===== config.mk =====
export PLATFORM = sky130hd
export DESIGN_NAME = sfft_frame_engine
export DESIGN_NICKNAME = d
export VERILOG_FILES = /design/src/rtl/sfft_frame_engine.sv
export SDC_FILE = /design/constraint.sdc
export NUM_CORES = 1
export LEC_CHECK = 0
export CORE_ASPECT_RATIO = 0.5
export CORE_MARGIN = 2
export CORE_UTILIZATION = 45
export DETAILED_ROUTE_END_ITERATION = 12
export GPL_TIMING_DRIVEN = 0
export PLACE_DENSITY = 0.74
export REMOVE_ABC_BUFFERS = 1
export SLEW_MARGIN = 20
export SYNTH_ARGS = -nofsm -noshare
export SYNTH_HDL_FRONTEND = slang
export SYNTH_SLANG_ARGS = --single-unit

===== constraint.sdc =====
create_clock -name iClk -period 3 [get_ports iClk]
set_input_delay 0.45 -clock iClk [delete_from_list [all_inputs] [get_ports iClk]]
set_output_delay 0.45 -clock iClk [all_outputs]
set_load 0.005 [all_outputs]

===== src/rtl/sfft_frame_engine.sv =====
// Frame controller and output integrator for the stochastic FFT butterfly network.
// Loads per-stage twiddles, sequences clear/run for one bitstream frame, and counts output ones.
module sfft_frame_engine #(
  parameter int BITWIDTH  = 8,
  parameter int NUMINPUTS = 4,
  parameter int LOG2N     = $clog2(NUMINPUTS),
  parameter int STREAMLEN = 256,
  parameter int CORELAT   = 2,
  parameter int CNTW      = $clog2(STREAMLEN + 1)
) (
  input  logic                        iClk,
  input  logic                        iRstN,
  input  logic                        iStart,
  input  logic                        iKeepW,
  input  logic                        iAbort,
  input  logic                        iWValid,
  input  logic [BITWIDTH-1:0]         iWReal,
  input  logic [BITWIDTH-1:0]         iWImg,
  output logic                        oWReady,
  output logic [LOG2N*BITWIDTH-1:0]   oTwReal,
  output logic [LOG2N*BITWIDTH-1:0]   oTwImg,
  output logic                        oCoreEn,
  output logic                        oCoreClr,
  output logic                        oCoreLoadW,
  input  logic [NUMINPUTS-1:0]        iCoreReal,
  input  logic [NUMINPUTS-1:0]        iCoreImg,
  output logic [NUMINPUTS*CNTW-1:0]   oAccReal,
  output logic [NUMINPUTS*CNTW-1:0]   oAccImg,
  output logic                        oBusy,
  output logic                        oValid,
  output logic                        oDone
);

  localparam int RUNLEN = CORELAT + STREAMLEN;
  localparam int RW     = $clog2(RUNLEN);
  localparam int WW     = (LOG2N > 1) ? $clog2(LOG2N) : 1;

  typedef enum logic [2:0] {IDLE, LOAD, CLEAR, RUN, DONE} state_t;

  state_t        state, nextstate;
  logic [RW-1:0] runcnt;
  logic [WW-1:0] widx;
  logic          startgo, accept, lastword, lastrun, counting;

  // Abort outranks everything, so every qualifier that changes state masks it out.
  assign startgo  = (state == IDLE) && iStart && !iAbort;
  assign accept   = oWReady && iWValid && !iAbort;
  assign lastword = (widx == WW'(LOG2N - 1));
  assign lastrun  = (runcnt == RW'(RUNLEN - 1));
  assign counting = (state == RUN) && !iAbort && (runcnt >= RW'(CORELAT));

  always_ff @(posedge iClk or negedge iRstN) begin
    if (!iRstN) state <= IDLE;
    else        state <= nextstate;
  end

  always_comb begin
    nextstate = state;
    if (iAbort && state != IDLE) begin
      nextstate = IDLE;
    end else begin
      case (state)
        IDLE:    if (startgo) nextstate = iKeepW ? CLEAR : LOAD;
        LOAD:    if (accept && lastword) nextstate = CLEAR;
        CLEAR:   nextstate = RUN;
        RUN:     if (lastrun) nextstate = DONE;
        DONE:    nextstate = IDLE;
        default: nextstate = IDLE;
      endcase
    end
  end

  // Control outputs are decoded from the next state so they are registered yet aligned with state.
  always_ff @(posedge iClk or negedge iRstN) begin
    if (!iRstN) begin
      oWReady    <= 1'b0;
      oCoreClr   <= 1'b0;
      oCoreLoadW <= 1'b0;
      oCoreEn    <= 1'b0;
      oDone      <= 1'b0;
      oBusy      <= 1'b0;
    end else begin
      oWReady    <= (nextstate == LOAD);
      oCoreClr   <= (nextstate == CLEAR);
      oCoreLoadW <= (nextstate == CLEAR);
      oCoreEn    <= (nextstate == RUN);
      oDone      <= (nextstate == DONE);
      oBusy      <= (nextstate != IDLE);
    end
  end

  always_ff @(posedge iClk or negedge iRstN) begin
    if (!iRstN) begin
      runcnt   <= '0;
      widx     <= '0;
      oValid   <= 1'b0;
      oTwReal  <= '0;
      oTwImg   <= '0;
      oAccReal <= '0;
      oAccImg  <= '0;
    end else begin
      runcnt <= (state == RUN && !iAbort && !lastrun) ? runcnt + 1'b1 : '0;
      if (startgo) begin
        oValid   <= 1'b0;
        oAccReal <= '0;
        oAccImg  <= '0;
        widx     <= '0;
      end else begin
        if (state == DONE && !iAbort) oValid <= 1'b1;
        if (accept) begin
          oTwReal[int'(widx)*BITWIDTH +: BITWIDTH] <= iWReal;
          oTwImg[int'(widx)*BITWIDTH +: BITWIDTH]  <= iWImg;
          widx <= widx + 1'b1;
        end
        // Leading CORELAT run cycles are pipeline fill and are not counted.
        if (counting) begin
          for (int k = 0; k < NUMINPUTS; k++) begin
            oAccReal[k*CNTW +: CNTW] <= oAccReal[k*CNTW +: CNTW] + CNTW'(iCoreReal[k]);
            oAccImg[k*CNTW +: CNTW]  <= oAccImg[k*CNTW +: CNTW] + CNTW'(iCoreImg[k]);
          end
        end
      end
    end
  end

endmodule


==> results_dict.tcl, run 1 <==
set metrics [dict create \
    antenna_found_initial 0 \
    cts_tree "yes" \
    grt_max_degree 68 \
    syn_inst 540 \
    outcome "completed" \
    postCtsResizedCells 0 \
    async_flop_share_pct 100 \
    hold_class "reg -> reg" \
    gp_congestion 0.745 \
    required_ns 3.32 \
    ys_top_cells_by_count "dfrtp_1 (123), nand2_1 (78), nand3_1 (35)" \
    synth_top_area_cell "dfrtp_1" \
    grt_pass1_vias 4848 \
    path_max_fanout 14 \
    vias 4795 \
    ant_nets 0 \
    area_growth_pct 37.7 \
    avgSynthCellArea_um2 10.9 \
    layout-drive-gt1-share_pct 13.5 \
    fin_util_pct 63.6 \
    yosys.area.top_type_share_pct 52.4 \
    synth.most_common_cell "dfrtp_1" \
    max_cap_viol_count 0 \
    tightest_slew_ns 1.06 \
    grt_usage_pct 21.0 \
    wl_per_cell_um 16.2 \
    numCtsBuffers 17 \
    synth.cell_area_um2 5870 \
    root_buffer "clkbuf_16" \
    path_clk_slew_ns 0.06 \
    post-route-drc-count 0 \
    finalCritPeriodShare_pct 93.1 \
    grt_use_met1_pct 26.9 \
    ys_seq_elements 123 \
    fp.dieW_um 166 \
    insertion_delay_ns 0.41 \
    irDropWorstVdd_mv 0.408 \
    worstSetupPathType "in -> reg" \
    hold_ws_ns 0.489 \
    leakagePower_nw 3.50 \
    initial_core_util_pct 46.2 \
    vias_per_cell 5.55 \
    synth_cell_type_count 50 \
    dpl.hpwl_um 9560 \
    grt_use_met2_pct 35.3 \
    relSlewSlack_pct 28.6 \
    hold_violations 0 \
    netlist_top_cells_area "dfrtp_1 (52%), mux2_2 (6.1%), nand2_1 (5.0%), ha_1 (4.1%), mux2i_1 (3.6%)" \
    grt.overflow.total 0 \
    setup-violations-final 0 \
    start_kind "input pin" \
    die_h_um 84.8 \
    slew_viol_final 0 \
    grt_pass1_wl_um 23600 \
    fin_skew_ns 0.0112 \
    synth_edf_count 0 \
    setup-tns-final_ns 0 \
    ios 141 \
    first_pass_iters 4 \
    post-place-ws_ns -0.186 \
    fin_nets 731 \
    synth_ff_type "dfrtp_1" \
    rsz0062_at_grt "false" \
    die_area_um2 14000 \
    p_per_area_nw_per_um2 564 \
    use_met3_pct 5.24 \
    critPathArrivalTime_ns 3.11 \
    yosysWarnings 0 \
    port_buffers 140 \
    max_freq_mhz 358 \
    htreeDepth 4 \
    cts_sinks 123 \
    grt_busiest_layer "met2" \
    fin_crit_ns 2.79 \
    critPathCaptureType "flip-flop" \
    finalWirelength_um 14000 \
    cts.path.max_buffers 2 \
    core_area_um2 12700 \
    n_antenna_cell 0 \
    setup_slack_ns 0.208 \
    drtIter0Drc 312 \
    rows 29 \
    seq_area_frac_synth_pct 52.4 \
]
==> cells in the final DEF, fill, tap and decap left out, types with 3 or more instances in the layout <==
| cell type | instances |
|---|---|
| dfrtp_1 | 123 |
| nor3_1 | 4 |
| mux2_2 | 32 |
| nor2_1 | 17 |
| o311ai_0 | 5 |
| a21oi_1 | 26 |
| and2_1 | 3 |
| clkdlybuf4s50_1 | 139 |
| o21ai_2 | 3 |
| and3_1 | 4 |
| inv_1 | 13 |
| buf_8 | 3 |
| xor2_1 | 6 |
| clkinvlp_4 | 4 |
| a21oi_2 | 3 |
| buf_6 | 3 |
| nand4_1 | 23 |
| o31ai_1 | 20 |
| mux2i_1 | 21 |
| clkbuf_16 | 17 |
| nand3_1 | 35 |
| nand2_1 | 77 |
| or2_2 | 5 |
| or3_1 | 9 |
| buf_16 | 3 |
| and4_1 | 3 |
| clkinv_2 | 3 |
| ha_1 | 19 |
| or4_1 | 21 |
| o21ai_0 | 11 |
==> critical path, cell delays in order <==
cell and delay [ns]:
clkdlybuf4s50_1 0.59, nor4bb_2 0.56, buf_2 0.29, o31ai_4 0.19, buf_6 0.21, buf_6 0.15
or4_1 0.51, a21oi_1 0.15
==> registers in the layout (all words and copies together), names as in the netlist, 3 cells and up <==
signal	flops
oTwImg	16
state	3
oAccImg	36
runcnt	9
oAccReal	36
oTwReal	16
==> stage by stage <==
stage               cells  area (µm²)  power [mW]
floorplan             513        5700        2.15
CTS                   864        8080        4.62
finish                864        8080        4.56
global route          864        8080        4.75
global placement      823        7320        2.59
detailed placement    832        7500        2.62
==> cell families (layout without fill, tap and decap cells) <==
| logic type | after synthesis | after routing | share of synthesized area, % |
|---|---|---|---|
| flops | 123 | 123 | 52.4 |
| fa+ha+maj | 19 | 19 | 4.05 |
| simple gates | 214 | 214 | 19.1 |
| mux | 53 | 53 | 9.72 |
| xor+xnor | 7 | 7 | 1.04 |
| buf+inv | 40 | 194 | 3.65 |
| compound gates | 84 | 84 | 9.96 |
==> per-layer routing <==
layer | wire length [µm] | part of all wire [%]
met1 | 6120 | 44
met2 | 6890 | 49
met3 | 711 | 5.1
met4 | 235 | 1.7
met5 | 0 | 0
==> power breakdown <==
part           switching (mW)  internal, mW
clock                   0.739          1.24
combinational           0.228         0.440
sequential             0.0947          1.82
total                    1.06          3.50
==> final timing paths <==
path | slack (ns) | start | cells past startpoint | end
min in group asynchronous | 0.57 | iRstN | 2 | oTwReal[11]$_DFFE_PN0P_
max | 0.21 | iAbort | 8 | oAccImg[7]$_DFFE_PN0P_
min | 0.49 | oAccReal[35]$_DFFE_PN0P_ | 1 | oAccReal[35]$_DFFE_PN0P_
max reg2reg | 0.35 | state[1]$_DFF_PN0_ | 7 | oAccImg[7]$_DFFE_PN0P_
min reg2reg | 0.49 | oAccReal[35]$_DFFE_PN0P_ | 1 | oAccReal[35]$_DFFE_PN0P_
max in group asynchronous | 1.74 | iRstN | 3 | oAccReal[18]$_DFFE_PN0P_
==> repair_timing <==
| action | in CTS | in global routing |
|---|---|---|
| hold endpoints to repair | 56 | 0 |
| hold buffers | 1 | 0 |
| buffers inserted | 0 | 0 |
==> cell type report <==
type,count,area (µm²)
clock buffers,20,447
clock inverters,11,123
fillers,995,4620
inverters,13,48.8
multi-input cells,377,2610
flip-flops and latches,123,3080
well taps,170,213
repair buffers,150,1570
Note: power is estimated with default switching activity, not from simulation.
==> inputs of run 2 (changes only) <==
==> constraint.sdc (replaced) <==
create_clock -name iClk -period 3.4 [get_ports iClk]
set_input_delay 0.51 -clock iClk [delete_from_list [all_inputs] [get_ports iClk]]
set_output_delay 0.51 -clock iClk [all_outputs]
set_load 0.005 [all_outputs]
==> run 2 against run 1 <==
Hold slack worse by 0.46 ns. Clock-buffer cell count did not move. Largest cell class unchanged. Sequential share of layout area about the same. Combinational power shrank 12%.
==> results_dict.tcl, run 2 (synthesis results as in run 1) <==
set metrics [dict create \
    outcome "completed" \
    vias_per_cell 5.55 \
    required_ns 3.72 \
    n_antenna_cell 0 \
    fin_skew_ns 0.0140 \
    grt.overflow.total 0 \
    place_inst 832 \
    leakagePower_nw 3.50 \
    setup-tns-final_ns 0 \
    path_clk_slew_ns 0.06 \
    worstSetupPathType "in -> reg" \
    relSlewSlack_pct 29.2 \
    die_area_um2 14000 \
    highest_layer "met4" \
    wl_met3_um 679 \
    fp.dieW_um 166 \
    p_per_area_nw_per_um2 498 \
    port_buffers 140 \
    rows 29 \
    postCtsResizedCells 0 \
    slew_viol_final 0 \
    final_cell_mix "clkdlybuf4s50_1 (139), dfrtp_1 (123), nand2_1 (77), nand3_1 (35), mux2_2 (32)" \
    hold_violations 0 \
    path_max_fanout 14 \
    setup_slack_ns 0.558 \
    ant_nets 0 \
    cts_tree "yes" \
    holdBufCountCts 0 \
    reg2reg_depth 7 \
    fin_nets 730 \
    fin_util_pct 63.6 \
    critPathCaptureType "flip-flop" \
    rsz0062_at_grt "false" \
    insertion_delay_ns 0.40 \
    root_buffer "clkbuf_16" \
    cts_setup_buffers 0 \
    max_freq_mhz 352 \
    finalCritPeriodShare_pct 83.6 \
    met2_length_um 6930 \
    fin_crit_ns 2.84 \
    htreeDepth 4 \
    start_kind "input pin" \
    drtIter0Drc 287 \
    max_cap_viol_count 0 \
    first_pass_iters 4 \
    area_growth_pct 37.5 \
    setup-violations-final 0 \
    antenna_found_initial 0 \
    cts_sinks 123 \
    reg_top3 "oAccImg: 36 flops, oAccReal: 36 flops" \
    finalPower_mw 4.02 \
    grt_pass1_wl_um 23600 \
    hold_class "in -> async" \
    r2r-start "state[1]$_DFF_PN0_" \
    wl_per_cell_um 16.2 \
    core_area_um2 12700 \
    ff2ff_setup_slack_ns 0.77 \
    die_h_um 84.8 \
    grt_usage_pct 21.0 \
    final_common_cell "clkdlybuf4s50_1" \
    finalWirelength_um 14000 \
    dpl.hpwl_um 9560 \
    tightest_slew_ns 1.05 \
    post-route-drc-count 0 \
    fin_cells 863 \
    initial_core_util_pct 46.2 \
    wl_met1_um 6190 \
    grt_pass1_vias 4845 \
    numCtsBuffers 17 \
    layout-drive-gt1-share_pct 13.6 \
    vias 4789 \
    rr_endpoint "oAccImg[7]$_DFFE_PN0P_" \
    critPathArrivalTime_ns 3.16 \
    post-place-ws_ns 0.154 \
    grt_max_degree 68 \
    irDropWorstVdd_mv 0.360 \
    gp_congestion 0.745 \
    cts.path.max_buffers 2 \
    ios 141 \
]
run 2: critical path, stage by stage:
cell             delay [ns]
clkdlybuf4s50_1        0.59
nor4bb_2               0.56
buf_2                  0.29
o31ai_4                0.18
buf_6                  0.21
buf_6                  0.15
or4_1                  0.50
a21oi_1                0.15
run 2: worst max-delay path by stage:
| stage | startpoint | endpoint | depth (start not counted) |
|---|---|---|---|
| after global routing | iAbort | oAccImg[7]$_DFFE_PN0P_ | 8 |
| after global placement | iRstN | oAccReal[14]$_DFFE_PN0P_ | 1 |
| after CTS | iAbort | oAccImg[7]$_DFFE_PN0P_ | 8 |
| after detailed placement | iAbort | oAccImg[7]$_DFFE_PN0P_ | 8 |
| after floorplan | iAbort | oAccImg[6]$_DFFE_PN0P_ | 4 |
| final | iAbort | oAccImg[7]$_DFFE_PN0P_ | 8 |
run 2: where the power goes:
group / switching (mW) / internal [mW] / total (mW)
registers: 0.0838 / 1.61 / 1.69
clock network: 0.649 / 1.09 / 1.74
logic: 0.200 / 0.387 / 0.588
run 2: final cells by class:
| class | instances | area (µm²) |
|---|---|---|
| Fill cell | 996 | 4630 |
| Sequential cell | 123 | 3080 |
| Clock inverter | 11 | 123 |
| Tap cell | 170 | 213 |
| Timing Repair Buffer | 149 | 1560 |
| Clock buffer | 20 | 447 |
| Inverter | 13 | 48.8 |
| Multi-Input combinational cell | 377 | 2610 |
run 2: metal layers:
layer  up-vias  track usage (%)
li1       2280                -
met1      2385             26.9
met2       109             35.3
met3        15             5.24
met4         0             6.90
met5         -                0
run 2: metrics by stage:
stage / hold WS, ns / instance area [µm²]
global placement: 0.472 / 7320
global route: 0.0543 / 8070
finish: 0.0285 / 8070
detailed placement: 0.472 / 7500
CTS: 0.0334 / 8070
floorplan: 0.214 / 5700
